--- config.mk ---
export PLATFORM = sky130hd
export DESIGN_NAME = memory_scan_ctrl
export DESIGN_NICKNAME = d
export VERILOG_FILES = /design/src/rtl/memory_scan_ctrl.sv
export SDC_FILE = /design/constraint.sdc
export NUM_CORES = 1
export LEC_CHECK = 0
export ABC_AREA = 1
export BUFFER_PORTS_ARGS = -buffer_cell sky130_fd_sc_hd__buf_2
export CORE_MARGIN = 1.5
export CORE_UTILIZATION = 54
export DETAILED_ROUTE_END_ITERATION = 7
export PLACE_DENSITY = 0.81
export SLEW_MARGIN = 20
export SYNTH_ARGS = -nofsm -noshare
export SYNTH_HDL_FRONTEND = slang
export SYNTH_SLANG_ARGS = --single-unit
--- constraint.sdc ---
create_clock -name iClk -period 2.25 [get_ports iClk]
set_clock_uncertainty 0.15 [all_clocks]
set_input_delay 0.1125 -clock iClk [delete_from_list [all_inputs] [get_ports iClk]]
set_output_delay 0.1125 -clock iClk [all_outputs]
set_load 0.02 [all_outputs]
--- src/rtl/memory_scan_ctrl.sv ---
// Pattern-memory scan controller: reads every word, compares it with a latched key and keeps a
// two-digit BCD result. Define MEMSCAN_FIRST_HIT_EN to stop at the first match and report its address.
module memory_scan_ctrl #(
    parameter int unsigned ADDR_W   = 4,
    parameter int unsigned DEPTH    = 16,
    parameter int unsigned DATA_W   = 8,
    parameter int unsigned READ_LAT = 1
) (
    input  logic              iClk,
    input  logic              irst,
    input  logic              iStart,
    input  logic [DATA_W-1:0] iSwitch,
    output logic [ADDR_W-1:0] oAddr,
    output logic              oRdEn,
    input  logic [DATA_W-1:0] iRdData,
    output logic [3:0]        oUnidades,
    output logic [3:0]        oDecenas,
    output logic              oBusy,
    output logic              oDone,
    output logic              oFound
);

    typedef enum logic [2:0] {StIdle, StIssue, StWait, StCmp, StDone} stateT;

    localparam logic [ADDR_W-1:0] LastAddr = ADDR_W'(DEPTH - 1);
    localparam logic [2:0]        LastWait = 3'(READ_LAT - 1);

    stateT             stateQ, stateD;
    logic [ADDR_W-1:0] addrQ, addrD;
    logic [DATA_W-1:0] keyQ, keyD;
    logic [2:0]        waitQ, waitD;
    logic [3:0]        uniQ, uniD;
    logic [3:0]        decQ, decD;
    logic              foundQ, foundD;
    logic              rdEnQ, rdEnD;
    logic              busyQ, busyD;
    logic              doneQ, doneD;
    logic              match;

    assign match = (iRdData == keyQ);

`ifdef MEMSCAN_FIRST_HIT_EN
    logic [3:0] addrUni, addrDec;

    // Addresses of 100 and above cannot be shown in two digits, so they pin at 99.
    always_comb begin
        addrUni = 4'd9;
        addrDec = 4'd9;
        if (int'(addrQ) < 100) begin
            addrDec = 4'(int'(addrQ) / 10);
            addrUni = 4'(int'(addrQ) % 10);
        end
    end
`endif

    always_ff @(posedge iClk) begin
        if (!irst) begin
            stateQ <= StIdle;
            addrQ  <= '0;
            keyQ   <= '0;
            waitQ  <= '0;
            uniQ   <= '0;
            decQ   <= '0;
            foundQ <= 1'b0;
            rdEnQ  <= 1'b0;
            busyQ  <= 1'b0;
            doneQ  <= 1'b0;
        end else begin
            stateQ <= stateD;
            addrQ  <= addrD;
            keyQ   <= keyD;
            waitQ  <= waitD;
            uniQ   <= uniD;
            decQ   <= decD;
            foundQ <= foundD;
            rdEnQ  <= rdEnD;
            busyQ  <= busyD;
            doneQ  <= doneD;
        end
    end

    always_comb begin
        stateD = stateQ;
        addrD  = addrQ;
        keyD   = keyQ;
        waitD  = waitQ;
        uniD   = uniQ;
        decD   = decQ;
        foundD = foundQ;

        unique case (stateQ)
            StIdle, StDone: begin
                if (iStart) begin
                    keyD   = iSwitch;
                    uniD   = 4'd0;
                    decD   = 4'd0;
                    addrD  = '0;
                    foundD = 1'b0;
                    stateD = StIssue;
                end
            end
            StIssue: begin
                waitD  = 3'd0;
                stateD = StWait;
            end
            StWait: begin
                if (waitQ == LastWait) begin
                    stateD = StCmp;
                end else begin
                    waitD = waitQ + 3'd1;
                end
            end
            StCmp: begin
`ifdef MEMSCAN_FIRST_HIT_EN
                if (match) begin
                    uniD   = addrUni;
                    decD   = addrDec;
                    foundD = 1'b1;
                    stateD = StDone;
                end else if (addrQ == LastAddr) begin
                    foundD = 1'b0;
                    stateD = StDone;
                end else begin
                    addrD  = addrQ + 1'b1;
                    stateD = StIssue;
                end
`else
                // Saturating BCD increment: 99 absorbs any further matches.
                if (match && !(decQ == 4'd9 && uniQ == 4'd9)) begin
                    if (uniQ == 4'd9) begin
                        uniD = 4'd0;
                        decD = decQ + 4'd1;
                    end else begin
                        uniD = uniQ + 4'd1;
                    end
                end
                if (addrQ == LastAddr) begin
                    foundD = (uniD != 4'd0) || (decD != 4'd0);
                    stateD = StDone;
                end else begin
                    addrD  = addrQ + 1'b1;
                    stateD = StIssue;
                end
`endif
            end
            default: stateD = StIdle;
        endcase

        rdEnD = (stateD == StIssue);
        busyD = (stateD == StIssue) || (stateD == StWait) || (stateD == StCmp);
        doneD = (stateD == StDone);
    end

    assign oAddr     = addrQ;
    assign oRdEn     = rdEnQ;
    assign oUnidades = uniQ;
    assign oDecenas  = decQ;
    assign oBusy     = busyQ;
    assign oDone     = doneQ;
    assign oFound    = foundQ;

endmodule

* Word level (Yosys, flattened, before mapping)
Cells that the tools add are included.
** Operators by class
- Add/sub/neg operators :: 4
- Multiply operators :: 0
- Div/mod/pow operators :: 0
- Order comparisons :: 0
- Eq/ne operators :: 16
- Shifts and indexed selects :: 0
- Muxes and demuxes :: 20
- Bitwise gates (word level) :: 0
- Reduce and logical (&&, ||, !) cells :: 18
** Operators with widths (count)
- 4-bit two-way mux :: 8
- 4-bit one-hot mux with 2 select lines :: 3
- 4-bit by 1-bit adder with 4-bit output (second input constant) :: 3
- 3-bit by 2-bit equality test with 1-bit output (second input constant) :: 4
- 4-bit equality test (second input constant) :: 3
- 3-bit two-way mux :: 4
- 3-bit one-hot mux with 4 select lines :: 1
- 8-bit equality test :: 1
- 2-bit != test (second input constant) :: 4
- 4-bit nonzero test :: 2
- 3-bit by 1-bit equality test with 1-bit output (second input constant) :: 2
- 3-bit equality test (second input constant) :: 2
- 3-bit zero test :: 2
- 3-bit one-hot mux with 2 select lines :: 1
- 2-bit AND reduction :: 3
- 3-bit AND reduction :: 2
- 2-bit nonzero test :: 2
- 3-bit by 1-bit adder with 3-bit output (second input constant) :: 1
- 1-bit logical OR :: 3
- 1-bit logical AND :: 2
- 1-bit two-way mux :: 2
- 1-bit one-hot mux with 2 select lines :: 1
- 2-bit OR reduction :: 1
- 1-bit zero test :: 1
** Word-level totals
- Bits in registers :: 30
- Bits in latches :: 0
- Bits in writable memories :: 0
- ROM bits :: 0
- Output and inout port bits :: 16
- Word-level logic and storage cells :: 68
- Memories :: 0

* Longest topological paths before layout
Gate-level depths: netlist of run 1.
- Depth after elaboration :: 10
- Gate-level depth with buffers :: 15
- Depth with buffers taken out :: 15

* Worst setup path after synthesis of run 1
No wires, ideal clock.
- Path kind :: reg2reg
- Start :: register uniQ[0], in the netlist oUnidades[0]
- End :: register foundQ, in the netlist oFound
- Arrival time :: 1641 ps
- Required time :: 1983 ps
- Slack :: 342 ps
- Stages on the path, launching flop included :: 14
- Buffers on the path :: 0
- Clock period less this slack :: 1908 ps
- Path through :: dfxtp_1 > ha_1 > nand2_2 > nor2_8 > inv_4 > nand2_1 > o21ai_0 > nand3b_1 > nand2_1 > nand2_1 > nor2_1 > nand2_1 > nand2_1 > a21oi_2
** On the way
- Word-level cells in the longest chain between the ends :: 10
- Elaborated cells on any way between the ends :: 16
** RTL lines
- start, declared :: line 32 : logic [3:0] uniQ, uniD;
- start signal, assigned :: line 73 : uniQ <= uniD;
- branches (longest 7 deep; another with 4-bit by 1-bit adder with 4-bit output)
- 1-bit logical OR (*) :: line 138 : foundD = (uniD != 4'd0) || (decD != 4'd0);
- 1-bit two-way mux (*) :: line 137 : if (addrQ == LastAddr) begin
- 1-bit one-hot mux with 2 select lines (*) :: line 91 : unique case (stateQ)
- end signal, assigned :: line 75 : foundQ <= foundD;
- end, declared :: line 34 : logic foundQ, foundD;
Mark *: on every way between the ends. The select of a mux whose other input is x is not followed.
A chain may end at the register's enable or synchronous reset.

* Worst setup path in the final report of run 1
Same ends and word-level chain as after synthesis.

==> results of run 1 <==
worst register-to-register path: cells and delay by family (launching register included):
kind	cells	cell delay [ps]
simple gates	9	790
flops	1	470
buf+inv	1	70
fa+ha+maj	1	200
compound gates	2	120
synthesized netlist by cell type (2+ instances only):
cell type,number,share of area
nand2_1,76,0.16
inv_1,36,0.077
dfxtp_1,30,0.34
a21oi_1,27,0.077
nand3_1,17,0.049
nor2_1,12,0.026
o21ai_0,11,0.031
ha_1,7,0.050
inv_2,6,0.013
nand2_2,5,0.018
nor3_1,5,0.014
clkbuf_1,3,0.0064
and3_1,2,0.0072
clkinv_1,2,0.0043
nand3b_1,2,0.0086
nand4_1,2,0.0072
nor2_2,2,0.0072
nor2_8,2,0.023
nor3_4,2,0.019
o21ai_1,2,0.0057
or2_1,2,0.0072
final timing paths:
| check | from | cells after the start | endpoint |
|---|---|---|---|
| worst max-delay path | oUnidades[0]$_SDFFE_PN0P_ | 13 | oFound$_SDFFE_PN0P_ |
| worst min-delay path | iStart | 4 | stateQ[2]$_SDFF_PN0_ |
| worst max register to register | oUnidades[0]$_SDFFE_PN0P_ | 13 | oFound$_SDFFE_PN0P_ |
| worst min register to register | keyQ[2]$_SDFFE_PN0P_ | 2 | keyQ[2]$_SDFFE_PN0P_ |
report_power, final:
group	internal (W)	leakage [nW]	switching, W	total (W)
Combinational	0.0000867	0.817	0.000127	0.000214
Sequential	0.000558	0.244	0.0000137	0.000572
Clock	0.000117	0.0254	0.000171	0.000289
Total	0.000762	1.09	0.000312	0.00107
state kept, by name (all words and copies together) (netlist names):
register,flops
stateQ,3
keyQ,8
oAddr,4
oUnidades,4
oBusy,1
oDecenas,4
oRdEn,1
oFound,1
oDone,1
waitQ,3
logic make-up (layout without fill, tap and decap cells):
group / after synthesis / count (layout) / share of synthesized area
XOR/XNOR: 2 / 2 / 0.01002
flip-flops: 30 / 30 / 0.3433
adder cells (fa/ha/maj): 7 / 7 / 0.05007
AO/OA/AOI/OAI: 43 / 43 / 0.1273
AND/OR/NAND/NOR: 131 / 131 / 0.3605
buffers and inverters: 49 / 104 / 0.1087
placed cells by master (no fill, tap or decap), types with 2 or more instances in the layout:
master         count
nand2_1           76
inv_1             36
buf_2             34
dfxtp_1           30
a21oi_1           27
nand3_1           17
dlygate4sd3_1     17
nor2_1            12
o21ai_0           11
ha_1               7
inv_2              6
nor3_1             5
nand2_2            5
clkbuf_4           5
clkinv_1           2
nor3_4             2
or2_1              2
nor2_2             2
nor2_8             2
o21ai_1            2
nand3b_1           2
and3_1             2
nand4_1            2
clkbuf_1           2
routing by layer:
| layer | GRT usage | wire length [um] |
|---|---|---|
| met3 | 0.05411 | 174 |
| met2 | 0.4270 | 1771 |
| met1 | 0.2920 | 1664 |
| met5 | 0 | 0 |
| met4 | 0.09524 | 59 |
what timing repair did:
action	in CTS	in global routing
buffers inserted	0	0
endpoints found under the hold margin	9	0
hold buffers	17	0
endpoints found under the setup margin	0	0
per-stage QoR:
stage	setup slack, ps	hold WS (ps)	total power (W)	area, um2
2_1_floorplan	341.8	120.5	0.0007142	1749
3_3_place_gp	403.5	239.8	0.0007621	1963
3_5_place_dp	371.5	246.1	0.0007673	1963
4_1_cts	353.9	2.081	0.001084	2178
5_1_grt	193.4	27.27	0.001143	2178
6_report	350.3	17.28	0.001074	2178
layout make-up:
class                   count  area (um2)  area share
inverters                  45       171.4     0.07869
repair buffers             52       347.8      0.1597
well taps                  44       55.05     0.02527
clock buffers               7       45.04     0.02068
multi-input cells         183       958.4      0.4400
flip-flops and latches     30       600.6      0.2757
==> results.yml, run 1 <==
clock_tree:
  cts_max_path_buffers: 2
  cts_buffers: 5
  cts_tree: "yes"
  cts.sinks: 30
  clkTransAtPathRegs_ps: 80
  insertion_delay_ps: 330
  htreeDepth: 2
  cts_resized: 0
  cts-root-buf: "clkbuf_4"
die:
  die_h_um: 59.92
  die_width_um: 59.92
  initial_core_util: 0.5730
  dieArea_um2: 3590
  io_pins: 35
  rows: 20
  core_um2: 3053
setup_path:
  path_max_fanout: 8
  critPathLaunchType: "register"
  r2r_slack_ps: 350
  cp_slowest_stage_delay_ps: 470
  path_buf_inv: 1
  crit_path_top_delay_cell: "dfxtp_1"
  crit_path_end_kind: "register"
  cp_data_arrival_time_ps: 1970
  cp_common_cell: "nand2_1"
  crit_type: "reg2reg"
  critical_path.top_delay_family: "simple AND/OR/NAND/NOR gates"
  crit_required_ps: 2320
  crit_chain: "ha_1 -> nand2_2 -> nor2_8 -> inv_4 -> nand2_1 -> o21ai_0 -> nand3b_1 -> nand2_1 -> nand2_1 -> nor2_1 -> nand2_1 -> nand2_1 -> a21oi_2"
yosys:
  syn-instance-count: 262
  ys.warnings.count: 0
  synth.avg_cell_area_um2: 6.676
  ys_ff_latch: 30
  netlist_area_um2: 1749
  ys.flop_type: "dfxtp_1"
  synth.net_count: 288
  yosysSeqAreaShare: 0.3433
  synth_edf_count: 0
  synth_cell_type_count: 30
  async_flop_share: 0
global_routing:
  grt_pass1_wl_um: 6693
  grt_pass1_vias: 1641
  antenna_found_initial: 0
  grt_max_degree: 20
  gr-total-overflow: 0
  track_usage: 0.2457
sta:
  min_period_over_period: 0.8443
  period_needed_ps: 1900
  worst_pin_slew_ps: 447.7
  finalMaxSlewViolations: 0
  finalSetupViolCount: 0
  max_freq_mhz: 526.4
  finalHoldViolations: 0
  tns_ps: 0
  grt_setup_unrepaired: "false"
  slew_headroom: 0.7006
drt:
  avgViaCountPerCell: 4.867
  vias: 1757
  drt.antenna.violating_nets: 0
  drt_iter0_drc: 110
  post_drt_wl_per_cell_um: 10.17
  drc_errors: 0
  drt-total-wl_um: 3670
  first_pass_iters: 4
placed_design:
  place_congestion: 0.8830
  hpwl_um: 2539
  place_inst: 337
  numPortBuffers: 34
final_layout:
  area_growth_pct: 24.54
  fill_cells: 274
  final_core_util: 0.7135
  final_cells: 361
  drive_gt1_frac: 0.1924
  antenna_cells: 0
  nets: 343
power_and_ir_drop:
  p_leak_nw: 1.087
  cellPowerDensity_nw_per_um2: 493.1
  ir_worst_vdd_uv: 446.3
worst_hold_path:
  hp-class: "in2reg"
status:
  status: "completed"
run:
  cap_violations: 0
No activity file was read; power rests on OpenSTA's default activity.
==> inputs of run 2 (changes only) <==
==> constraint.sdc (replaced) <==
create_clock -name iClk -period 2 [get_ports iClk]
set_clock_uncertainty 0.15 [all_clocks]
set_input_delay 0.1 -clock iClk [delete_from_list [all_inputs] [get_ports iClk]]
set_output_delay 0.1 -clock iClk [all_outputs]
set_load 0.02 [all_outputs]
==> run 2 against run 1 <==
  * Cell count is 1.1% higher
  * Global-route usage is 0.21 points lower
  * Clock power is 11% higher
  * Register-to-register slack worse by 210 ps
  * Non-clock buffer count is 4 higher
  * Routed wire length is 1.9% higher
  * Worst setup slack worse by 210 ps
  * Sequential power is 13% higher
  * Die area stayed put
  * Total power is 12% higher
  * Critical path type unchanged
  * Critical endpoint unchanged
  * Largest cell class unchanged
  * Largest power group unchanged
==> results.yml, run 2 (synthesized netlist as in run 1, its figures left out) <==
clock_tree:
  cts.sinks: 30
  postCtsSetupRepairBufs: 0
  cts_max_path_buffers: 2
  cts_tree: "yes"
  cts_buffers: 5
  htreeDepth: 2
  cts-root-buf: "clkbuf_4"
  insertion_delay_ps: 320
  clkTransAtPathRegs_ps: 80
setup_path:
  path_buf_inv: 2
  crit_type: "reg2reg"
  cp_slowest_stage_delay_ps: 350
  critical_path.top_delay_family: "simple AND/OR/NAND/NOR gates"
  cp_data_arrival_time_ps: 1910
  path_max_fanout: 7
  crit_path_top_delay_cell: "dfxtp_2"
  cp_common_cell: "nand2_1"
  crit_chain: "inv_1 -> ha_1 -> nand2_2 -> nor2_8 -> inv_4 -> nand2_1 -> o21ai_0 -> nand3b_1 -> nand2_1 -> nand2_1 -> nor2_1 -> nand2_1 -> nand2_1 -> a21oi_2"
  critPathLaunchType: "register"
  crit_required_ps: 2050
  crit_path_end_kind: "register"
power_and_ir_drop:
  cellPowerDensity_nw_per_um2: 546.0
  ir_worst_vdd_uv: 435.2
  p_leak_nw: 1.109
  total_power_w: 0.001208
sta:
  finalHoldViolations: 0
  finalMaxSlewViolations: 0
  max_freq_mhz: 538.6
  finalSetupViolCount: 0
  period_needed_ps: 1857
  worst_pin_slew_ps: 396.6
  min_period_over_period: 0.9283
  slew_headroom: 0.7352
die:
  core_um2: 3053
  die_h_um: 59.92
  die_width_um: 59.92
  io_pins: 35
  dieArea_um2: 3590
  rows: 20
  initial_core_util: 0.5730
drt:
  post_drt_wl_per_cell_um: 10.25
  vias: 1782
  avgViaCountPerCell: 4.882
  drt-total-wl_um: 3741
  drt.antenna.violating_nets: 0
  drt_iter0_drc: 72
  drc_errors: 0
  first_pass_iters: 4
final_layout:
  largest_reg_flops: 8
  fin_area_um2: 2213
  nets: 347
  drive_gt1_frac: 0.2056
  layout_common_cells: "76 x nand2_1, 36 x inv_1, 34 x buf_2"
  area_growth_pct: 26.54
  antenna_cells: 0
  final_common_cell: "nand2_1"
  fill_cells: 276
  regMostFlops: "keyQ"
global_routing:
  grt_pass1_wl_um: 6617
  antenna_found_initial: 0
  gr-total-overflow: 0
  track_usage: 0.2436
  grtUsageMet2: 0.4084
  met3_usage: 0.06494
  busiest_layer: "met2"
  use_met1: 0.2977
  grt_max_degree: 18
  grt_pass1_vias: 1590
run:
  cap_violations: 0
status:
  status: "completed"
placed_design:
  place_congestion: 0.8603
  numPortBuffers: 34
  hpwl_um: 2554
  place_area_um2: 1993
worst_hold_path:
  hp-class: "in2reg"
==> run 2: area by class of cell <==
| class | count | area (um2) | area share |
|---|---|---|---|
| clock buffer | 7 | 45.04 | 0.02035 |
| inverter | 45 | 171.4 | 0.07744 |
| multi-input combinational | 183 | 958.4 | 0.4330 |
| sequential | 30 | 601.8 | 0.2719 |
| tap | 44 | 55.05 | 0.02487 |
| timing repair buffer | 56 | 381.6 | 0.1724 |
==> run 2: path summary, 6_finish.rpt <==
| kind | start | slack [ps] | cells past startpoint | to |
|---|---|---|---|---|
| hold reg to reg | keyQ[0]$_SDFFE_PN0P_ | 310 | 2 | keyQ[0]$_SDFFE_PN0P_ |
| setup / recovery | oUnidades[1]$_SDFFE_PN0P_ | 140 | 14 | oFound$_SDFFE_PN0P_ |
| setup reg to reg | oUnidades[1]$_SDFFE_PN0P_ | 140 | 14 | oFound$_SDFFE_PN0P_ |
| hold / removal | iStart | 30 | 4 | oDone$_SDFF_PN0_ |
==> run 2: per-stage QoR <==
stage	cells	hold WS, ps	util	TNS, ps	setup WS [ps]
after floorplan	262	108.0	-	0	91.79
after global placement	341	225.7	0.6529	0	216.2
after detailed placement	341	234.1	0.6529	0	156.2
after CTS	365	22.18	0.7234	0	140.0
after global routing	365	32.62	0.7250	-9.955	-9.955
final	365	32.32	0.7250	0	143.4
==> run 2: power by group <==
part           total [W]  leakage, nW  switching (W)  internal (W)
logic           0.000243        0.838       0.000143      0.000100
clock network   0.000321       0.0254       0.000189      0.000132
registers       0.000644        0.245      0.0000164      0.000628
==> run 2: what timing repair did <==
action                                 in CTS  in global routing
setup endpoints to repair                   0                  2
resized for setup                           0                  2
endpoints found under the hold margin      12                  0
hold buffers                               17                  0
==> run 2: layer usage <==
layer	vias to the layer above	share of wire	wire length [um]
li1	951	-	-
met1	790	0.46	1703
met2	35	0.49	1824
met3	6	0.043	162
met4	0	0.014	51
met5	-	0	0
==> run 2: worst min-delay path: stages <==
cell	delay [ps]
buf_2	90
nor3_1	40
a21oi_1	170
nor2_1	50
==> inputs of run 3 (changes only) <==
--- a/config.mk
+++ b/config.mk
@@ -11,6 +11,7 @@
 export CORE_UTILIZATION = 54
 export DETAILED_ROUTE_END_ITERATION = 7
 export PLACE_DENSITY = 0.81
+export SETUP_SLACK_MARGIN = 0.15
 export SLEW_MARGIN = 20
 export SYNTH_ARGS = -nofsm -noshare
 export SYNTH_HDL_FRONTEND = slang
==> run 3 against run 2 <==
  * Register-to-register slack improved by 70 ps
  * Sequential power fell by 0.6%
  * Worst hold slack improved by 260 ps
  * Routed wire length rose by 3.3%
  * Worst setup slack improved by 70 ps
  * Critical path depth fell by 1
  * Maximum frequency rose by 3.9%
  * Critical endpoint unchanged
==> results.yml, run 3 (synthesized netlist as in run 1, its figures left out) <==
setup_path:
  crit_type: "reg2reg"
  timing.rr.start: "oDecenas[1]$_SDFFE_PN0P_"
  cp_data_arrival_time_ps: 1850
  path_max_fanout: 7
  crit_required_ps: 2060
  crit_start: "oDecenas[1]$_SDFFE_PN0P_"
  critPathLaunchType: "register"
  crit_path_end_kind: "register"
sta:
  slew_headroom: 0.7269
  min_period_over_period: 0.8931
  tns_ps: 0
  finalSetupViolCount: 0
  max_freq_mhz: 559.9
  grt_setup_unrepaired: "true"
  worst_pin_slew_ps: 409.0
  finalHoldViolations: 0
  finalMaxSlewViolations: 0
  period_needed_ps: 1786
die:
  dieArea_um2: 3590
  core_um2: 3053
  io_pins: 35
  initial_core_util: 0.5730
  die_width_um: 59.92
  rows: 20
  die_h_um: 59.92
clock_tree:
  cts.sinks: 30
  insertion_delay_ps: 330
  clkTransAtPathRegs_ps: 90
  cts_max_path_buffers: 2
  cts_buffers: 5
  cts-root-buf: "clkbuf_4"
  cts_tree: "yes"
  htreeDepth: 2
final_layout:
  drive_gt1_frac: 0.2571
  area_growth_pct: 28.68
  antenna_cells: 0
  final_common_cell: "nand2_1"
  fill_cells: 264
  nets: 344
  layout_common_cells: "76 x nand2_1, 34 x inv_1, 34 x buf_2"
  largest_reg_flops: 8
  regMostFlops: "keyQ"
  fin_area_um2: 2251
placed_design:
  numPortBuffers: 34
  place_congestion: 0.8594
  hpwl_um: 2625
  place_area_um2: 1979
power_and_ir_drop:
  ir_worst_vdd_uv: 474.3
  total_power_w: 0.001320
  cellPowerDensity_nw_per_um2: 586.4
  p_leak_nw: 1.152
run:
  cap_violations: 0
drt:
  avgViaCountPerCell: 4.890
  drt.antenna.violating_nets: 0
  post_drt_wl_per_cell_um: 10.65
  drt-total-wl_um: 3866
  vias: 1775
  first_pass_iters: 4
  drc_errors: 0
  drt_iter0_drc: 103
worst_hold_path:
  hp-class: "in2reg"
  min_from: "iRdData[4]"
global_routing:
  grtUsageMet2: 0.3882
  gr-total-overflow: 0
  track_usage: 0.2294
  grt_max_degree: 18
  met3_usage: 0.06710
  antenna_found_initial: 0
  busiest_layer: "met2"
  grt_pass1_vias: 1558
  use_met1: 0.2793
  grt_pass1_wl_um: 6354
status:
  status: "completed"
## run 3: layout make-up
| cell class | count | area, um2 | area share |
|---|---|---|---|
| tap | 44 | 55.05 | 0.02446 |
| timing repair buffer | 52 | 330.3 | 0.1467 |
| multi-input combinational | 184 | 999.7 | 0.4441 |
| clock buffer | 8 | 78.83 | 0.03502 |
| sequential | 30 | 613.1 | 0.2724 |
| inverter | 45 | 173.9 | 0.07727 |
## run 3: power breakdown
part           switching [W]  internal, W  leakage [nW]
registers          0.0000158     0.000624         0.247
clock network       0.000206     0.000240        0.0446
logic               0.000148    0.0000857         0.860
## run 3: what timing repair did
action                                  in CTS  in global routing
resized for setup                            2                 14
setup buffers                                0                  5
cloned                                       0                  1
hold buffers                                10                  0
endpoints found under the setup margin       1                  2
endpoints found under the hold margin       15                  0
pin swaps                                    0                 10
## run 3: path summary, 6_finish.rpt
| check | cells after the start | slack (ps) | end |
|---|---|---|---|
| setup / recovery | 13 | 210 | oFound$_SDFFE_PN0P_ |
| hold / removal | 9 | 290 | oUnidades[3]$_SDFFE_PN0P_ |
| setup reg to reg | 13 | 210 | oFound$_SDFFE_PN0P_ |
| hold reg to reg | 2 | 310 | keyQ[0]$_SDFFE_PN0P_ |
## run 3: per-stage QoR
stage / setup slack (ps) / hold WS [ps] / utilization / instances
final: 213.8 / 293.9 / 0.7373 / 363
after global routing: 67.32 / 334.4 / 0.7373 / 363
after CTS: 158.2 / 284.3 / 0.7078 / 357
after detailed placement: 132.2 / 232.1 / 0.6484 / 339
after global placement: 204.1 / 225.4 / 0.6484 / 339
after floorplan: 153.4 / 108.0 / - / 262
## run 3: worst max-delay path, stage by stage (launching register included)
cell     delay [ps]
dfxtp_4         390
inv_1            60
ha_1            170
inv_1            90
nor3_4           50
nand2_4         110
buf_4           130
nand3_1         100
nand2_1          80
nand3_1          70
nor2_1          100
nand2_1          60
nand2_1          60
a21oi_2          40
## run 3: routing by layer
metal / up-vias / part of all wire
li1: 945 / -
met1: 772 / 0.45
met5: - / 0
met3: 7 / 0.057
met2: 51 / 0.48
met4: 0 / 0.014
